## config.mk

```make
export PLATFORM = sky130hd
export DESIGN_NAME = design07_feeder
export DESIGN_NICKNAME = d
export VERILOG_FILES = /design/src/rtl/design07_feeder_pkg.sv /design/src/rtl/design07_feeder_fifo.sv /design/src/rtl/design07_feeder.sv
export SDC_FILE = /design/constraint.sdc
export NUM_CORES = 1
export LEC_CHECK = 0
export ABC_AREA = 1
export BUFFER_PORTS_ARGS = -buffer_cell sky130_fd_sc_hd__buf_2
export CORE_MARGIN = 8
export CORE_UTILIZATION = 50
export CTS_CLUSTER_SIZE = 14
export DETAILED_ROUTE_END_ITERATION = 8
export GPL_TIMING_DRIVEN = 1
export HOLD_SLACK_MARGIN = 0.02
export PLACE_DENSITY = 0.74
export RECOVER_POWER = 25
export SYNTH_ARGS = -nofsm -noshare
export SYNTH_HDL_FRONTEND = slang
export SYNTH_HIERARCHICAL = 1
export SYNTH_SLANG_ARGS = --single-unit
```

## constraint.sdc

```tcl
create_clock -name CLK -period 3.91 [get_ports CLK]
set_clock_uncertainty 0.2 [all_clocks]
set_input_delay 0.782 -clock CLK [delete_from_list [all_inputs] [get_ports CLK]]
set_output_delay 0.782 -clock CLK [all_outputs]
set_load 0.05 [all_outputs]
```

## src/rtl/design07_feeder_pkg.sv

```systemverilog
// ----------------------------------------------------------------------------
// design07_feeder_pkg
// Shared types and constants for the design07_feeder transaction sequencer.
//   feeder_state_t : sequencer state (ISSUE, WAIT_RES, CHECK, RESP)
//   FEEDER_W       : operand/result width of the downstream mkDesign_07
//   TXN_CNT_W      : width of the completed-transaction counter
//   WD_W           : width of the optional WAIT_RES watchdog counter
// ----------------------------------------------------------------------------
package design07_feeder_pkg;

    localparam int FEEDER_W  = 5;
    localparam int TXN_CNT_W = 8;
    localparam int WD_W      = 8;

    typedef enum logic [1:0] {
        ISSUE    = 2'd0,
        WAIT_RES = 2'd1,
        CHECK    = 2'd2,
        RESP     = 2'd3
    } feeder_state_t;

endpackage

```

## src/rtl/design07_feeder_fifo.sv

```systemverilog
// ----------------------------------------------------------------------------
// design07_feeder_fifo
// Operand-pair FIFO, 2*W bits wide and DEPTH entries deep, built as a
// read pointer, write pointer and occupancy count.
// Ports:
//   clk, srst   : clock, synchronous active-high reset (empties the FIFO)
//   push        : write push_data; ignored while full
//   push_data   : {a, b} operand pair
//   pop         : drop the head entry; ignored while empty
//   head        : current head entry (valid while !empty)
//   full, empty : occupancy flags
// A push and a pop in the same cycle are both honoured. There is no
// bypass: a pushed entry shows up on head only after the edge.
// ----------------------------------------------------------------------------
module design07_feeder_fifo #(
    parameter int W     = 5,
    parameter int DEPTH = 4
) (
    input  logic             clk,
    input  logic             srst,
    input  logic             push,
    input  logic [2*W-1:0]   push_data,
    input  logic             pop,
    output logic [2*W-1:0]   head,
    output logic             full,
    output logic             empty
);

    localparam int PW = $clog2(DEPTH);

    logic [2*W-1:0] mem_q [DEPTH];
    logic [PW-1:0]  wr_ptr_q;
    logic [PW-1:0]  rd_ptr_q;
    logic [PW:0]    count_q;

    logic push_ok;
    logic pop_ok;

    assign full    = (count_q == (PW+1)'(DEPTH));
    assign empty   = (count_q == '0);
    assign push_ok = push & ~full;
    assign pop_ok  = pop & ~empty;

    // Head must be visible in the same cycle the sequencer decides to pop,
    // so the read is asynchronous from a small register array.
    assign head = mem_q[rd_ptr_q];

    always_ff @(posedge clk) begin
        if (srst) begin
            wr_ptr_q <= '0;
            rd_ptr_q <= '0;
            count_q  <= '0;
        end else begin
            if (push_ok) begin
                wr_ptr_q <= wr_ptr_q + PW'(1);
            end
            if (pop_ok) begin
                rd_ptr_q <= rd_ptr_q + PW'(1);
            end
            unique case ({push_ok, pop_ok})
                2'b10:   count_q <= count_q + (PW+1)'(1);
                2'b01:   count_q <= count_q - (PW+1)'(1);
                default: count_q <= count_q;
            endcase
        end
    end

    // Storage carries no reset; stale contents are never observed because
    // head is only consumed while the count says the entry is live.
    always_ff @(posedge clk) begin
        if (push_ok) begin
            mem_q[wr_ptr_q] <= push_data;
        end
    end

endmodule

```

## src/rtl/design07_feeder.sv

```systemverilog
// ----------------------------------------------------------------------------
// design07_feeder
// Transaction sequencer in front of mkDesign_07. Host operand pairs are
// queued; for each pair the feeder calls start(a,b), waits for result(c),
// passes the result to check(d) and returns the check value to the host.
// Ports:
//   CLK, RST                 : clock, synchronous active-high reset
//   put_a, put_b, EN_put     : host push; RDY_put = FIFO not full
//   start_a, start_b,
//   EN_start, RDY_start      : downstream start method
//   result_c, result_value,
//   RDY_result               : downstream result method
//   check_d, EN_check,
//   check_value, RDY_check   : downstream check method
//   resp, resp_err,
//   resp_valid, EN_resp_take : host response handshake
//   txn_count                : completed responses, wraps 255 -> 0
// Build option: define DESIGN07_FEEDER_TIMEOUT_EN to add a WAIT_RES
// watchdog that returns resp=0, resp_err=1 after TIMEOUT cycles without
// RDY_result. Without it the feeder waits forever and resp_err is 0.
// ----------------------------------------------------------------------------
module design07_feeder
    import design07_feeder_pkg::*;
#(
    parameter int W       = FEEDER_W,
    parameter int DEPTH   = 4,
    parameter int TIMEOUT = 16
) (
    input  logic                 CLK,
    input  logic                 RST,
    input  logic [W-1:0]         put_a,
    input  logic [W-1:0]         put_b,
    input  logic                 EN_put,
    output logic                 RDY_put,
    output logic [W-1:0]         start_a,
    output logic [W-1:0]         start_b,
    output logic                 EN_start,
    input  logic                 RDY_start,
    output logic [W-1:0]         result_c,
    input  logic [W-1:0]         result_value,
    input  logic                 RDY_result,
    output logic [W-1:0]         check_d,
    output logic                 EN_check,
    input  logic [W-1:0]         check_value,
    input  logic                 RDY_check,
    output logic [W-1:0]         resp,
    output logic                 resp_err,
    output logic                 resp_valid,
    input  logic                 EN_resp_take,
    output logic [TXN_CNT_W-1:0] txn_count
);

    feeder_state_t state_q, state_d;

    logic [W-1:0]         a_q, a_d;
    logic [W-1:0]         res_q, res_d;
    logic [W-1:0]         resp_q, resp_d;
    logic [TXN_CNT_W-1:0] txn_q, txn_d;

    logic [2*W-1:0] fifo_head;
    logic           fifo_full;
    logic           fifo_empty;

`ifdef DESIGN07_FEEDER_TIMEOUT_EN
    logic            err_q, err_d;
    logic [WD_W-1:0] wd_q, wd_d;
    logic            wd_expire;

    // Fires on the TIMEOUT-th WAIT_RES cycle; a simultaneous RDY_result wins.
    assign wd_expire = (state_q == WAIT_RES) && !RDY_result &&
                       (wd_q == WD_W'(TIMEOUT - 1));
`endif

    design07_feeder_fifo #(
        .W     (W),
        .DEPTH (DEPTH)
    ) u_fifo (
        .clk       (CLK),
        .srst      (RST),
        .push      (EN_put),
        .push_data ({put_a, put_b}),
        .pop       (EN_start),
        .head      (fifo_head),
        .full      (fifo_full),
        .empty     (fifo_empty)
    );

    assign RDY_put   = ~fifo_full;
    assign result_c  = a_q;
    assign check_d   = res_q;
    assign resp      = resp_q;
    assign txn_count = txn_q;

`ifdef DESIGN07_FEEDER_TIMEOUT_EN
    assign resp_err = err_q;
`else
    assign resp_err = 1'b0;
`endif

    // ---------------- state register ----------------
    always_ff @(posedge CLK) begin
        if (RST) begin
            state_q <= ISSUE;
        end else begin
            state_q <= state_d;
        end
    end

    // ---------------- next-state logic ----------------
    always_comb begin
        state_d = state_q;
        unique case (state_q)
            ISSUE: begin
                if (EN_start) state_d = WAIT_RES;
            end
            WAIT_RES: begin
                if (RDY_result) state_d = CHECK;
`ifdef DESIGN07_FEEDER_TIMEOUT_EN
                else if (wd_expire) state_d = RESP;
`endif
            end
            CHECK: begin
                if (RDY_check) state_d = RESP;
            end
            RESP: begin
                if (EN_resp_take) state_d = ISSUE;
            end
            default: state_d = ISSUE;
        endcase
    end

    // ---------------- outputs ----------------
    always_comb begin
        EN_start   = 1'b0;
        EN_check   = 1'b0;
        resp_valid = 1'b0;
        start_a    = '0;
        start_b    = '0;
        unique case (state_q)
            ISSUE: begin
                EN_start = ~fifo_empty & RDY_start;
                // Only present a live head; the array itself is not reset.
                if (!fifo_empty) begin
                    start_a = fifo_head[2*W-1:W];
                    start_b = fifo_head[W-1:0];
                end
            end
            CHECK:   EN_check   = RDY_check;
            RESP:    resp_valid = 1'b1;
            default: ;
        endcase
    end

    // ---------------- datapath ----------------
    always_comb begin
        a_d    = a_q;
        res_d  = res_q;
        resp_d = resp_q;
        txn_d  = txn_q;
`ifdef DESIGN07_FEEDER_TIMEOUT_EN
        err_d  = err_q;
        wd_d   = wd_q;
`endif
        if (EN_start) begin
            a_d = fifo_head[2*W-1:W];
`ifdef DESIGN07_FEEDER_TIMEOUT_EN
            wd_d = '0;
`endif
        end
        if (state_q == WAIT_RES) begin
            if (RDY_result) begin
                res_d = result_value;
            end
`ifdef DESIGN07_FEEDER_TIMEOUT_EN
            wd_d = wd_q + WD_W'(1);
            if (wd_expire) begin
                resp_d = '0;
                err_d  = 1'b1;
            end
`endif
        end
        if (EN_check) begin
            resp_d = check_value;
`ifdef DESIGN07_FEEDER_TIMEOUT_EN
            err_d  = 1'b0;
`endif
        end
        if (resp_valid && EN_resp_take) begin
            txn_d = txn_q + TXN_CNT_W'(1);
        end
    end

    always_ff @(posedge CLK) begin
        if (RST) begin
            a_q    <= '0;
            res_q  <= '0;
            resp_q <= '0;
            txn_q  <= '0;
`ifdef DESIGN07_FEEDER_TIMEOUT_EN
            err_q  <= 1'b0;
            wd_q   <= '0;
`endif
        end else begin
            a_q    <= a_d;
            res_q  <= res_d;
            resp_q <= resp_d;
            txn_q  <= txn_d;
`ifdef DESIGN07_FEEDER_TIMEOUT_EN
            err_q  <= err_d;
            wd_q   <= wd_d;
`endif
        end
    end

endmodule
```

==> impl_metrics.yaml <==
outcome:
  status: "finished clean"
routing:
  drt-pass1-iter-count: 4
  drt_iter0_drc: 117
  ant_nets: 0
  vias: 2504
  drt-total-wl_um: 6880
  viasPerCell: 5.06
  drc_errors: 0
  wl_per_cell_um: 13.9
synthesis:
  ys_types: 27
  syn_nets: 387
  syn_avg_cell_area_um2: 9.31
  async_flop_share_pct: 0
  synthCells: 348
  ys_ff_latch: 74
  synth_edf_count: 40
  synth-main-ff-cell: "edfxtp_1"
  yosys_warnings: 6
  ys_seq_area_share_pct: 58.1
  synth_area_um2: 3240
final_layout:
  num-nets-final: 452
  fin_cells: 495
  design_area_um2: 3800
  nFillCells: 541
  area_growth_pct: 17.3
  final_core_util_pct: 60.2
  antennaDiodeCount: 0
  drive_gt1_share_pct: 21.8
global_routing:
  antenna_found_initial: 0
  grt_pass1_vias: 2481
  grt_util_all_layers_pct: 15.4
  grt_start_max_net_pins: 21
  overflow: 0
  grt_pass1_wl_um: 11000
die:
  die_w_um: 96.5
  io_pins: 65
  num_rows: 29
  die_y_um: 96.5
  initial_core_util_pct: 51.3
  dieArea_um2: 9310
  core-area_um2: 6310
clock_tree:
  clk_latency_ps: 350
  cts-root-buf: "clkbuf_8"
  cts_resized: 0
  clock-sinks: 74
  clk_pin_slew_ps: 80
  tritoncts: "built"
  cts_buffer_depth: 2
  postCtsHoldBufs: 0
  htreeDepth: 3
  cts_setup_buffers: 0
  cts_buffers: 9
sta:
  post-route-period-util_pct: 76.4
  tightest_slew_ps: 1060
  fin_ws_ps: 925
  setup_viol: 0
  slew_headroom_pct: 28.7
  grt_setup_unrepaired: "no"
  finalHoldViolCount: 0
  fmax_mhz: 335
  drv_slew: 0
  hold_ws_ps: 263
  tns_ps: 0
  layout_min_cycle_time_ps: 2990
power_and_ir_drop:
  p_per_area_nw_per_um2: 643
  p_leak_nw: 1.68
  ir_drop_v: 0.000305
  power_mw: 2.45
flow_run:
  maxCapViolations: 0
critical_path:
  crit_fanout: 20
  critPathCaptureType: "primary output"
  worst_ep_arrival_time_ps: 2000
  critPathKind: "register to primary output"
  critical_path_required_ps: 2930
  start_kind: "register"
placement:
  placed_area_um2: 3610
  post-place-ws_ps: 1330
  gp_congestion: 0.788
  dp.cells: 479
  portBuffers: 63
  dp_hpwl_um: 4920
hold_path:
  holdCritPathClass: "register to register"
==> cell families (layout without fill, tap and decap cells) <==
logic type               Yosys count  count (layout)  share of synthesized area, %
AND/OR/NAND/NOR                  151             151                          20.8
flip-flops                        74              74                          58.1
AO/OA/AOI/OAI                     58              58                          9.34
buffers and inverters             50             120                          6.29
adder cells (fa/ha/maj)           12              12                          4.86
XOR/XNOR                           2               2                         0.541
other                              1               1                         0.116
==> layout by cell type, fill, tap and decap left out, types with 2 or more instances in the layout <==
master      Yosys  routed
a21oi_1        15      15
buf_2           4      53
clkbuf_1        3      10
clkbuf_8        0       9
clkinvlp_4      0       2
dfxtp_1        34      34
edfxtp_1       40      40
ha_1           11      11
inv_1          33      33
inv_2           6       6
inv_6           0       3
nand2_1        49      49
nand2_2         4       4
nand2_4         4       4
nand3_1        10      10
nor2_1         76      76
nor2_2          2       2
nor2_4          2       2
o21ai_0        33      33
o22ai_1        10      10
xor2_1          2       2
==> layer usage <==
metal | track usage [%] | up-vias | wire [um]
met5 | 0 | - | 0
met4 | 7.82 | 0 | 122
met3 | 4.79 | 13 | 462
met2 | 26.2 | 80 | 3440
met1 | 17.2 | 1152 | 2860
li1 | - | 1259 | -
==> flip-flops by register name (all words and copies together), names as in the netlist, named ones only <==
register / count
check_d: 5
resp: 5
result_c: 5
state_q: 2
txn_count: 8
u_fifo/count_q: 3
u_fifo/mem_q: 40
u_fifo/rd_ptr_q: 2
u_fifo/wr_ptr_q: 2
==> path summary, 6_finish.rpt <==
path                                  start  slack, ps  cells past startpoint                end
worst max-delay path               register        920                      6         start_a[3]
worst max register to register   state_q[0]       1340                     17  u_fifo/count_q[2]
worst min register to register  result_c[1]        260                      2        result_c[1]
worst min-delay path            result_c[1]        260                      2        result_c[1]
==> power breakdown <==
group          switching, mW  total (mW)  internal, mW  leakage (nW)
Sequential            0.0487       0.951         0.902         0.644
Clock                  0.302       0.607         0.305        0.0988
Combinational          0.672       0.888         0.216         0.938
Total                   1.02        2.45          1.42          1.68
==> final cells by class <==
type | count | area [um^2] | area share (%)
tap | 77 | 96.3 | 2.53
multi-input combinational | 224 | 1150 | 30.4
clock inverter | 7 | 82.6 | 2.17
inverter | 40 | 153 | 4.01
clock buffer | 9 | 124 | 3.26
timing repair buffer | 64 | 310 | 8.16
sequential | 74 | 1880 | 49.5
==> Yosys cell counts, types with 2 or more instances <==
master / instances / area [um^2]
o21ai_0: 33 / 165
buf_4: 2 / 15.0
inv_2: 6 / 22.5
a21oi_1: 15 / 75.1
ha_1: 11 / 138
edfxtp_1: 40 / 1200
nor2_1: 76 / 285
buf_2: 4 / 20.0
nand2_4: 4 / 45.0
o22ai_1: 10 / 62.6
nor2_4: 2 / 22.5
inv_1: 33 / 124
nand2_2: 4 / 25.0
xor2_1: 2 / 17.5
nand3_1: 10 / 50.1
nand2_1: 49 / 184
clkbuf_1: 3 / 11.3
dfxtp_1: 34 / 681
nor2_2: 2 / 12.5
==> critical path, cell delays in order, from the launching register on <==
cell and delay (ps):
dfxtp_1 320, inv_1 440, o21ai_0 150, o22ai_1 240, nand2_1 100, nor2_1 120, buf_2 290
No activity file was read; power rests on OpenSTA's default activity.
